===== config.mk =====
export PLATFORM = sky130hd
export DESIGN_NAME = wb_interconnect
export DESIGN_NICKNAME = d
export VERILOG_FILES = /design/src/rtl/wb_pkg.sv /design/src/rtl/wb_addr_decoder.sv /design/src/rtl/wb_interconnect.sv
export SDC_FILE = /design/constraint.sdc
export NUM_CORES = 1
export LEC_CHECK = 0
export CORE_UTILIZATION = 30
export DETAILED_ROUTE_END_ITERATION = 12
export MAX_ROUTING_LAYER = met4
export PLACE_DENSITY = 0.77
export SKIP_LAST_GASP = 1
export SLEW_MARGIN = 15
export SYNTH_ARGS = -nofsm -noshare
export SYNTH_HDL_FRONTEND = slang
export SYNTH_HIERARCHICAL = 1
export SYNTH_SLANG_ARGS = --single-unit

===== constraint.sdc =====
create_clock -name clk_i -period 3.4 [get_ports clk_i]
set_clock_uncertainty 0.2 [all_clocks]
set_input_delay 0.51 -clock clk_i [delete_from_list [all_inputs] [get_ports clk_i]]
set_output_delay 0.51 -clock clk_i [all_outputs]
set_load 0.05 [all_outputs]

===== src/rtl/wb_pkg.sv =====
// Shared definitions for the Wishbone interconnect.
// Contents:
//   state_t      FSM states (IDLE, FWD, ERR)
//   slv_idx_t    2-bit slave index
//   NUM_SLAVES   number of downstream slaves
//   S*_BASE_DEF  default base address of each slave region
//   S*_SIZE_DEF  default size in bytes of each slave region (powers of two)
package wb_pkg;

  localparam int unsigned NUM_SLAVES = 3;

  typedef enum logic [1:0] {
    IDLE = 2'd0,
    FWD  = 2'd1,
    ERR  = 2'd2
  } state_t;

  typedef logic [1:0] slv_idx_t;

  localparam logic [31:0] S0_BASE_DEF = 32'h1000_0000;  // flash
  localparam logic [31:0] S0_SIZE_DEF = 32'h0020_0000;
  localparam logic [31:0] S1_BASE_DEF = 32'h2000_0000;  // memory
  localparam logic [31:0] S1_SIZE_DEF = 32'h0001_0000;
  localparam logic [31:0] S2_BASE_DEF = 32'h3000_0000;  // control
  localparam logic [31:0] S2_SIZE_DEF = 32'h0000_0100;

endpackage


===== src/rtl/wb_addr_decoder.sv =====
// Combinational address decoder for a three-region Wishbone address map.
// Ports:
//   adr  in   32  byte address to decode
//   hit  out  1   address falls inside at least one region
//   idx  out  2   index of the matching region; lowest index wins on overlap,
//                 0 when nothing matches
module wb_addr_decoder
  import wb_pkg::*;
#(
  parameter logic [31:0] S0_BASE = S0_BASE_DEF,
  parameter logic [31:0] S0_SIZE = S0_SIZE_DEF,
  parameter logic [31:0] S1_BASE = S1_BASE_DEF,
  parameter logic [31:0] S1_SIZE = S1_SIZE_DEF,
  parameter logic [31:0] S2_BASE = S2_BASE_DEF,
  parameter logic [31:0] S2_SIZE = S2_SIZE_DEF
) (
  input  logic [31:0] adr,
  output logic        hit,
  output slv_idx_t    idx
);

  logic [NUM_SLAVES-1:0] hits;

  // Region sizes are powers of two, so masking off the offset bits leaves the base.
  assign hits[0] = (adr & ~(S0_SIZE - 32'd1)) == S0_BASE;
  assign hits[1] = (adr & ~(S1_SIZE - 32'd1)) == S1_BASE;
  assign hits[2] = (adr & ~(S2_SIZE - 32'd1)) == S2_BASE;

  assign hit = |hits;

  // Scan from the top down so the lowest matching index is the last one written.
  always_comb begin
    idx = '0;
    for (int i = NUM_SLAVES - 1; i >= 0; i--) begin
      if (hits[i]) begin
        idx = slv_idx_t'(i);
      end
    end
  end

endmodule


===== src/rtl/wb_interconnect.sv =====
// Single-master, three-slave Wishbone classic interconnect.
// The request is registered in IDLE together with its decoded slave index; the
// selected slave then sees cyc/stb from the next cycle on and its response is
// muxed straight back to the master. Unmapped addresses produce a one-cycle
// bus error without touching any slave.
// Optional build macro WB_INTERCONNECT_TIMEOUT_EN adds a watchdog that turns a
// slave that never responds within TIMEOUT_CYCLES cycles into a bus error.
// Ports:
//   clk_i, rst_i               clock, asynchronous active-high reset
//   m_cyc_i .. m_we_i          master request
//   m_dat_o, m_ack_o,
//   m_err_o, m_rty_o           response to master
//   s_cyc_o, s_stb_o [2:0]     per-slave cycle/strobe, bit n = slave n
//   s_adr_o .. s_we_o          latched request, shared by all slaves
//   s_dat_i [95:0]             slave read data, slave n at [32n+31:32n]
//   s_ack_i, s_err_i, s_rty_i  per-slave responses
module wb_interconnect
  import wb_pkg::*;
#(
  parameter logic [31:0] S0_BASE = S0_BASE_DEF,
  parameter logic [31:0] S0_SIZE = S0_SIZE_DEF,
  parameter logic [31:0] S1_BASE = S1_BASE_DEF,
  parameter logic [31:0] S1_SIZE = S1_SIZE_DEF,
  parameter logic [31:0] S2_BASE = S2_BASE_DEF,
  parameter logic [31:0] S2_SIZE = S2_SIZE_DEF
`ifdef WB_INTERCONNECT_TIMEOUT_EN
  ,
  parameter int unsigned TIMEOUT_CYCLES = 256
`endif
) (
  input  logic        clk_i,
  input  logic        rst_i,
  input  logic        m_cyc_i,
  input  logic        m_stb_i,
  input  logic [31:0] m_adr_i,
  input  logic [3:0]  m_sel_i,
  input  logic [31:0] m_dat_i,
  input  logic        m_we_i,
  output logic [31:0] m_dat_o,
  output logic        m_ack_o,
  output logic        m_err_o,
  output logic        m_rty_o,
  output logic [2:0]  s_cyc_o,
  output logic [2:0]  s_stb_o,
  output logic [31:0] s_adr_o,
  output logic [3:0]  s_sel_o,
  output logic [31:0] s_dat_o,
  output logic        s_we_o,
  input  logic [95:0] s_dat_i,
  input  logic [2:0]  s_ack_i,
  input  logic [2:0]  s_err_i,
  input  logic [2:0]  s_rty_i
);

  state_t                state_q, state_d;
  slv_idx_t              idx_q, idx_d;
  logic [31:0]           adr_q, adr_d;
  logic [31:0]           dat_q, dat_d;
  logic [3:0]            sel_q, sel_d;
  logic                  we_q, we_d;

  logic                  dec_hit;
  slv_idx_t              dec_idx;
  logic                  req;
  logic                  resp;
  logic                  timeout;
  logic [NUM_SLAVES-1:0] slv_oh;
  logic [31:0]           slv_rdat;

  wb_addr_decoder #(
    .S0_BASE (S0_BASE),
    .S0_SIZE (S0_SIZE),
    .S1_BASE (S1_BASE),
    .S1_SIZE (S1_SIZE),
    .S2_BASE (S2_BASE),
    .S2_SIZE (S2_SIZE)
  ) u_decoder (
    .adr (m_adr_i),
    .hit (dec_hit),
    .idx (dec_idx)
  );

  assign req    = m_cyc_i & m_stb_i;
  assign slv_oh = 3'b001 << idx_q;
  // Only the selected slave's responses count; the others are masked off.
  assign resp   = |((s_ack_i | s_err_i | s_rty_i) & slv_oh);

  always_comb begin
    slv_rdat = '0;
    unique case (idx_q)
      2'd0:    slv_rdat = s_dat_i[31:0];
      2'd1:    slv_rdat = s_dat_i[63:32];
      2'd2:    slv_rdat = s_dat_i[95:64];
      default: slv_rdat = '0;
    endcase
  end

  assign s_adr_o = adr_q;
  assign s_dat_o = dat_q;
  assign s_sel_o = sel_q;
  assign s_we_o  = we_q;

`ifdef WB_INTERCONNECT_TIMEOUT_EN
  localparam int unsigned CntW = (TIMEOUT_CYCLES > 2) ? $clog2(TIMEOUT_CYCLES) : 1;

  logic [CntW-1:0] cnt_q, cnt_d;

  assign timeout = cnt_q == CntW'(TIMEOUT_CYCLES - 1);

  // Held at zero outside FWD so every FWD entry starts from a clean count.
  always_comb begin
    cnt_d = '0;
    if (state_q == FWD && !resp) begin
      cnt_d = cnt_q + CntW'(1);
    end
  end

  always_ff @(posedge clk_i or posedge rst_i) begin
    if (rst_i) begin
      cnt_q <= '0;
    end else begin
      cnt_q <= cnt_d;
    end
  end
`else
  assign timeout = 1'b0;
`endif

  always_comb begin
    state_d = state_q;
    idx_d   = idx_q;
    adr_d   = adr_q;
    dat_d   = dat_q;
    sel_d   = sel_q;
    we_d    = we_q;
    s_cyc_o = '0;
    s_stb_o = '0;
    m_ack_o = 1'b0;
    m_err_o = 1'b0;
    m_rty_o = 1'b0;
    m_dat_o = '0;

    unique case (state_q)
      IDLE: begin
        if (req) begin
          idx_d   = dec_idx;
          adr_d   = m_adr_i;
          dat_d   = m_dat_i;
          sel_d   = m_sel_i;
          we_d    = m_we_i;
          state_d = dec_hit ? FWD : ERR;
        end
      end
      FWD: begin
        if (!req) begin
          // Master abandoned the cycle: drop the slave strobe, answer nothing.
          state_d = IDLE;
        end else begin
          s_cyc_o = slv_oh;
          s_stb_o = slv_oh;
          m_ack_o = |(s_ack_i & slv_oh);
          m_err_o = |(s_err_i & slv_oh);
          m_rty_o = |(s_rty_i & slv_oh);
          m_dat_o = slv_rdat;
          // A response in the limit cycle takes priority over the timeout.
          if (resp) begin
            state_d = IDLE;
          end else if (timeout) begin
            state_d = ERR;
          end
        end
      end
      ERR: begin
        m_err_o = 1'b1;
        state_d = IDLE;
      end
      default: state_d = IDLE;
    endcase
  end

  always_ff @(posedge clk_i or posedge rst_i) begin
    if (rst_i) begin
      state_q <= IDLE;
      idx_q   <= '0;
      adr_q   <= '0;
      dat_q   <= '0;
      sel_q   <= '0;
      we_q    <= 1'b0;
    end else begin
      state_q <= state_d;
      idx_q   <= idx_d;
      adr_q   <= adr_d;
      dat_q   <= dat_d;
      sel_q   <= sel_d;
      we_q    <= we_d;
    end
  end

endmodule


## Word-level counts from Yosys, hierarchy flattened

Index checks and enable logic that the tools add are counted.

- Bits in registers: 73
- Input bits: 178
- Output and inout port bits: 110
- Logic and storage cells: 51

- Equal/unequal tests: 9
- Shift operators: 1
- Muxes and demuxes: 19
- Bitwise gates (word level): 7
- Reductions and logical operators: 9

Operators by type and width:

| operator | count |
|---|---|
| one-hot mux 32 bit (3 select lines) | 1 |
| 2-to-1 mux 32 bit | 2 |
| equality test 24 x 22 -> 1 bit (second input constant) | 1 |
| equality test 16 x 14 -> 1 bit (second input constant) | 1 |
| OR reduction 3 bit | 5 |
| 2-to-1 mux 2 bit | 7 |
| bitwise AND 3 bit | 4 |
| equality test 11 x 8 -> 1 bit (second input constant) | 1 |
| 2-to-1 mux 3 bit | 2 |
| bitwise OR 3 bit | 2 |
| 2-to-1 mux 1 bit | 5 |
| equality test 2 x 1 -> 1 bit (second input constant) | 2 |
| equality test 2 bit (second input constant) | 2 |
| logical NOT 2 bit | 2 |
| one-hot mux 2 bit (2 select lines) | 1 |
| AND reduction 2 bit | 2 |
| != test 3 bit (second input constant) | 1 |
| << shifter 1 x 2 -> 3 bit (first input constant) | 1 |
| != test 2 bit (second input constant) | 1 |
| one-hot mux 1 bit (2 select lines) | 1 |
| bitwise AND 1 bit | 1 |

## Depth between registers and ports, before layout

Gate-level depths: netlist (run 1).

- Depth after elaboration: 7
- Gate-level depth with buffers: 7
- Gate-level depth less buffers: 5

## Modules after synthesis

Netlist (run 1), hierarchy kept.

By module, submodules not included:

| module | times used | cells an instance | area an instance (um2) | sequential area each (um2) |
|---|---|---|---|---|
| wb_interconnect | 1 | 337 | 3722.3 | 1826.8 |
| wb_addr_decoder | 1 | 16 | 148.9 | 0.0 |

## Least setup slack after synthesis (run 1)

Ideal clock, no wire load.

- Kind: flip-flop to output port
- From: register state_q[1]
- To: output port s_stb_o[0]
- Arrival: 2.375 ns
- Required time: 2.690 ns
- Setup slack: 0.315 ns
- Cell stages (with the launch flop): 7
- Path buffers: 2
- Path through: dfrtp_1 -> inv_1 -> ha_1 -> nand3_1 -> clkbuf_1 -> nor3_1 -> buf_4

- Cells in the longest elaborated chain, start to end: 2

Ends and longest elaborated chain:

| element | line | source |
|---|---|---|
| start, declared | wb_interconnect.sv:55 | `state_t state_q, state_d;` |
| start signal, assigned | wb_interconnect.sv:190 | `state_q <= state_d;` |
| equality test 2 x 1 -> 1 bit | - |  |
| 2-to-1 mux 3 bit | - |  |
| end, declared | wb_interconnect.sv:44 | `output logic [2:0] s_stb_o,` |

Every way passes these cells.

## Final worst setup path (run 1)

- From: register idx_q[1]
- To: output port m_err_o

- Cells in the longest elaborated chain, start to end: 5

Ends and longest elaborated chain:

| element | line | source |
|---|---|---|
| start, declared | wb_interconnect.sv:56 | `slv_idx_t idx_q, idx_d;` |
| start signal, assigned | wb_interconnect.sv:191 | `idx_q <= idx_d;` |
| << shifter 1 x 2 -> 3 bit | wb_interconnect.sv:84 | `assign slv_oh = 3'b001 << idx_q;` |
| bitwise AND 3 bit | wb_interconnect.sv:162 | `m_err_o = \|(s_err_i & slv_oh);` |
| OR reduction 3 bit | wb_interconnect.sv:162 |  |
| 2-to-1 mux 1 bit | wb_interconnect.sv:155 | `if (!req) begin` |
| one-hot mux 1 bit (2 select lines) | wb_interconnect.sv:143 | `unique case (state_q)` |
| end, declared | wb_interconnect.sv:41 | `output logic m_err_o,` |

Every way passes these cells.

==> results of run 1 <==
synth_stat cells, types with 3 or more instances:
cell type	number	share of area (%)
a21oi_1	34	4.4
buf_1	4	0.39
buf_2	12	1.6
buf_4	4	0.78
clkbuf_1	7	0.68
dfrtp_1	73	47
ha_1	3	0.97
inv_1	4	0.39
mux2_2	71	21
mux2i_1	34	8.8
nand2_1	4	0.39
nand2b_1	3	0.48
nor2_1	75	7.3
layer usage:
layer / GRT usage (%) / part of all wire (%)
met1: 21.6 / 35
met2: 39.5 / 55
met5: - / 0
met3: 4.97 / 7.2
met4: 9.78 / 2.6
registers in the layout (all words and copies together), names as in the netlist:
| name | count |
|---|---|
| s_dat_o | 32 |
| s_sel_o | 4 |
| s_adr_o | 32 |
| state_q | 2 |
| s_we_o | 1 |
| idx_q | 2 |
per-stage QoR:
step	setup WS [ns]	util (%)	power (uW)
after floorplan	0.315	-	2400
after global placement	0.748	58.1	3180
after detailed placement	0.673	58.1	3230
after CTS	0.633	60.6	4260
after global routing	0.535	60.6	4370
final	0.653	60.7	4220
power groups by stage:
| stage | clock [uW] | sequential, uW | combinational, uW |
|---|---|---|---|
| finish | 1010 | 1240 | 1960 |
| floorplan | 0 | 2080 | 319 |
| CTS | 1030 | 1250 | 1980 |
| detailed placement | 0 | 1260 | 1970 |
| global placement | 0 | 1230 | 1950 |
| global route | 1060 | 1270 | 2040 |
cell type report:
| cell class | count | area, um2 | share of cell area [%] |
|---|---|---|---|
| well taps | 172 | 215 | 2.81 |
| clock inverters | 5 | 78.8 | 1.03 |
| clock buffers | 11 | 243 | 3.17 |
| inverters | 4 | 15.0 | 0.196 |
| multi-input cells | 249 | 1900 | 24.8 |
| diodes | 2 | 5.00 | 0.0654 |
| flip-flops and latches | 73 | 1830 | 23.9 |
| repair buffers | 297 | 3370 | 44.0 |
path summary, 6_finish.rpt:
check,to,depth (start not counted),start
setup / recovery,m_err_o,6,idx_q[1]
hold / removal,s_sel_o[1],2,rst_i
setup reg to reg,state_q[1],5,idx_q[1]
hold reg to reg,s_dat_o[14],1,s_dat_o[14]
max in group asynchronous,s_adr_o[0],4,rst_i
min in group clk_i,s_dat_o[14],1,s_dat_o[14]
logic make-up after synthesis:
| group | share of synthesized area [%] |
|---|---|
| AOI/OAI and AO/OA | 6.50 |
| adders and majority gates | 0.970 |
| buffers and inverters | 3.78 |
| DFF | 47.2 |
| muxes | 29.4 |
| and+or+nand+nor | 12.1 |
==> flow_summary.toml, run 1 <==
[clock_tree]
htreeDepth = 3
cts.sinks = 73
cts_made_buffers = 9
cts_buffer_depth = 2
clk-insertion-delay-late_ns = 0.33
cts_setup_buffers = 0
ctsResizeCount = 0
hold_buffers = 0
cts_tree = "built"
clk_pin_slew_ns = 0.06
cts-root-buf = "clkbuf_16"

[power]
power.share.clock_pct = 23.9
p_leak_uw = 0.00298
cell_internal_pwr_uw = 2570
power.density_mw_per_mm2 = 550
power_switching_uw = 1650
irDropWorstVdd_mv = 0.440
combPwrFrac_pct = 46.6
p_sw_share_pct = 39.1
power_frac_seq_pct = 29.5

[finish]
nets = 815
fillers = 1050
final_cell_area_mm2 = 0.00766
final_common_cell = "clkdlybuf4s50_1"
final_cells = 813
syn2layout_area_growth_pct = 97.8
mostFrequentLayoutCells = "246 x clkdlybuf4s50_1, 75 x nor2_1, 72 x dfrtp_1"
drive_above_1_share_pct = 23.3

[setup_path]
cp_slowest_cell = "dfrtp_2"
cp-start-kind = "register"
cp_top_family = "flip-flops"
crit_fanout = 18
crit_type = "reg2out"
worst_ep_required_time_ns = 2.69
reg2reg_slack_ns = 1.20
endpoint_kind = "primary output"
worst-path-buf-inv = 2
slowest_delay_ns = 0.49
path_cells = "buf_4 > mux2i_1 > a2bb2oi_1 > nor2_1 > o21a_1 > buf_12"
cp_data_arrival_time_ns = 2.04

[timing]
hold_ws_ns = 0.242
fin_crit_ns = 2.75
tns_ns = 0
fin_crit_sh_pct = 80.8
finalHoldViolations = 0
clock.fmax_mhz = 364
slew-limit-headroom_pct = 63.4
slew_viol_final = 0
worst_slew_pin_slew_ns = 0.547
setup_viol = 0
rsz0062_at_grt = "no"

[synthesis]
netlist_area_mm2 = 0.00387
ys.flop_type = "dfrtp_1"
synth_edf_count = 0
avgSynthCellArea_um2 = 11.0
synth_cell_types = 32
syn-num-nets = 534
synthCells = 353
ys_ff_latch = 73
synth_seq_area_share_pct = 47.2
yosys_warnings = 6
async_flop_share_pct = 100

[placed_design]
placedCellCount = 795
dpl.hpwl_um = 11300
place_congestion = 0.925
placed_area_mm2 = 0.00733
portBuffers = 287

[floorplan]
die_h_um = 116
rows = 41
die_w_um = 116
dieArea_mm2 = 0.0134
core_area_mm2 = 0.0126
io_pins = 288
start_util_pct = 30.7

[global_route]
grt_first_pass_wirelength_um = 21000
antenna_found_initial = 0
grt_pass1_vias = 4048
grt_max_degree = 74
grt_use_total_pct = 21.5
grt_overflow = 0

[detailed_routing]
num_vias = 3849
drt_wl_total_um = 14100
drtIter0Drc = 200
ant_nets = 0
post-route-drc-count = 0
via_per_inst = 4.73
dr.pass1.iters = 4
wl_per_cell_um = 17.3

[job]
maxCapViolCount = 0

[worst_hold_path]
hold_class = "in2async"

[run_status]
status = "complete, no violations"
No activity file was read; power rests on OpenSTA's default activity.
==> run 2, diff against run 1 <==
clock period = 2.7 ns   (was 3.4 ns; I/O delays follow)
==> flow_summary.toml, run 2 (synthesis results as in run 1) <==
[finish]
drive_above_1_share_pct = 23.3
fillers = 1054
mostFrequentLayoutCells = "246 x clkdlybuf4s50_1, 75 x nor2_1, 72 x dfrtp_1"
nets = 816
final_common_cell = "clkdlybuf4s50_1"
syn2layout_area_growth_pct = 97.5
final_cell_area_mm2 = 0.00765
final_cells = 813

[placed_design]
placedCellCount = 796
placed_area_mm2 = 0.00737
dpl.hpwl_um = 10600
dp_worst_setup_slack_ns = 0.227
portBuffers = 287
place_congestion = 0.848

[job]
maxCapViolCount = 0

[timing]
clock.fmax_mhz = 401
slew_viol_final = 0
slew-limit-headroom_pct = 59.3
tns_ns = 0
worst_slew_pin_slew_ns = 0.609
finalHoldViolations = 0
fin_crit_sh_pct = 92.3
rsz0062_at_grt = "no"
setup_viol = 0
fin_crit_ns = 2.49
fin_ws_ns = 0.208

[clock_tree]
htreeDepth = 3
ctsResizeCount = 0
cts_buffer_depth = 2
clk-insertion-delay-late_ns = 0.32
hold_buffers = 0
cts-root-buf = "clkbuf_16"
cts_tree = "built"
cts_setup_buffers = 0
cts_made_buffers = 9
clk_pin_slew_ns = 0.05
cts.sinks = 73

[global_route]
grt_overflow = 0
antenna_found_initial = 0
grt_use_total_pct = 20.1
grt_first_pass_wirelength_um = 19800
grt_pass1_vias = 3961
grt_max_degree = 74

[detailed_routing]
ant_nets = 0
num_vias = 3825
via_per_inst = 4.70
drtIter0Drc = 145
post-route-drc-count = 0
drt_wl_total_um = 13200
wl_per_cell_um = 16.2
dr.pass1.iters = 4

[floorplan]
die_w_um = 116
io_pins = 288
start_util_pct = 30.7
rows = 41
core_area_mm2 = 0.0126
die_h_um = 116
dieArea_mm2 = 0.0134

[setup_path]
rr_endpoint = "state_q[0]"
r2r_start = "idx_q[0]"
cp_data_arrival_time_ns = 1.89
endpoint_kind = "primary output"
crit_fanout = 40
cp-start-kind = "register"
reg2reg_slack_ns = 0.51
worst_ep_required_time_ns = 2.10
crit_type = "reg2out"
r2r_cells = 5

[power]
p_leak_uw = 0.00297
power.density_mw_per_mm2 = 668
irDropWorstVdd_mv = 0.551
total_power_uw = 5110

[worst_hold_path]
hold_class = "in2async"

[run_status]
status = "complete, no violations"
==> run 2: layout make-up <==
type                       instances  area, um2  area share, %
antenna                            1       2.50         0.0327
clock buffer                      14        264           3.45
clock inverter                     2       12.5          0.164
inverter                           4       15.0          0.196
multi-input combinational        249       1910           24.9
sequential                        73       1830           23.9
tap                              172        215           2.81
timing repair buffer             298       3400           44.5
==> run 2: power by group <==
part,internal [uW],switching [uW]
clock network,671,426
logic,1000,1460
registers,1400,156
total,3070,2040
==> run 2: stage by stage <==
stage | utilization (%) | hold slack, ns
6_report | 60.6 | 0.243
5_1_grt | 60.6 | 0.279
4_1_cts | 60.6 | 0.246
3_5_place_dp | 58.4 | 0.294
3_3_place_gp | 58.4 | 0.290
2_1_floorplan | - | 0.291
==> run 2: how the worst max path moves through the flow <==
stage | startpoint | endpoint | slack (ns)
after floorplan | state_q[1] | s_stb_o[1] | -0.05
after global placement | s_err_i[0] | state_q[0] | 0.24
after detailed placement | s_err_i[0] | state_q[0] | 0.23
after CTS | idx_q[0] | m_ack_o | 0.18
after global routing | idx_q[0] | m_ack_o | 0.04
final | idx_q[0] | m_ack_o | 0.21
==> run 2: metal layers <==
| metal | track usage [%] | wire length [um] |
|---|---|---|
| met4 | 9.00 | 307 |
| met3 | 5.49 | 1280 |
| met2 | 37.7 | 7180 |
| met5 | - | 0 |
| met1 | 18.9 | 4420 |
==> run 2: critical path, cell delays in order (launching register included) <==
cell and delay (ns):
dfrtp_1 0.34, buf_4 0.38, and3b_1 0.26, a221oi_1 0.27
nor2_1 0.14, buf_12 0.17
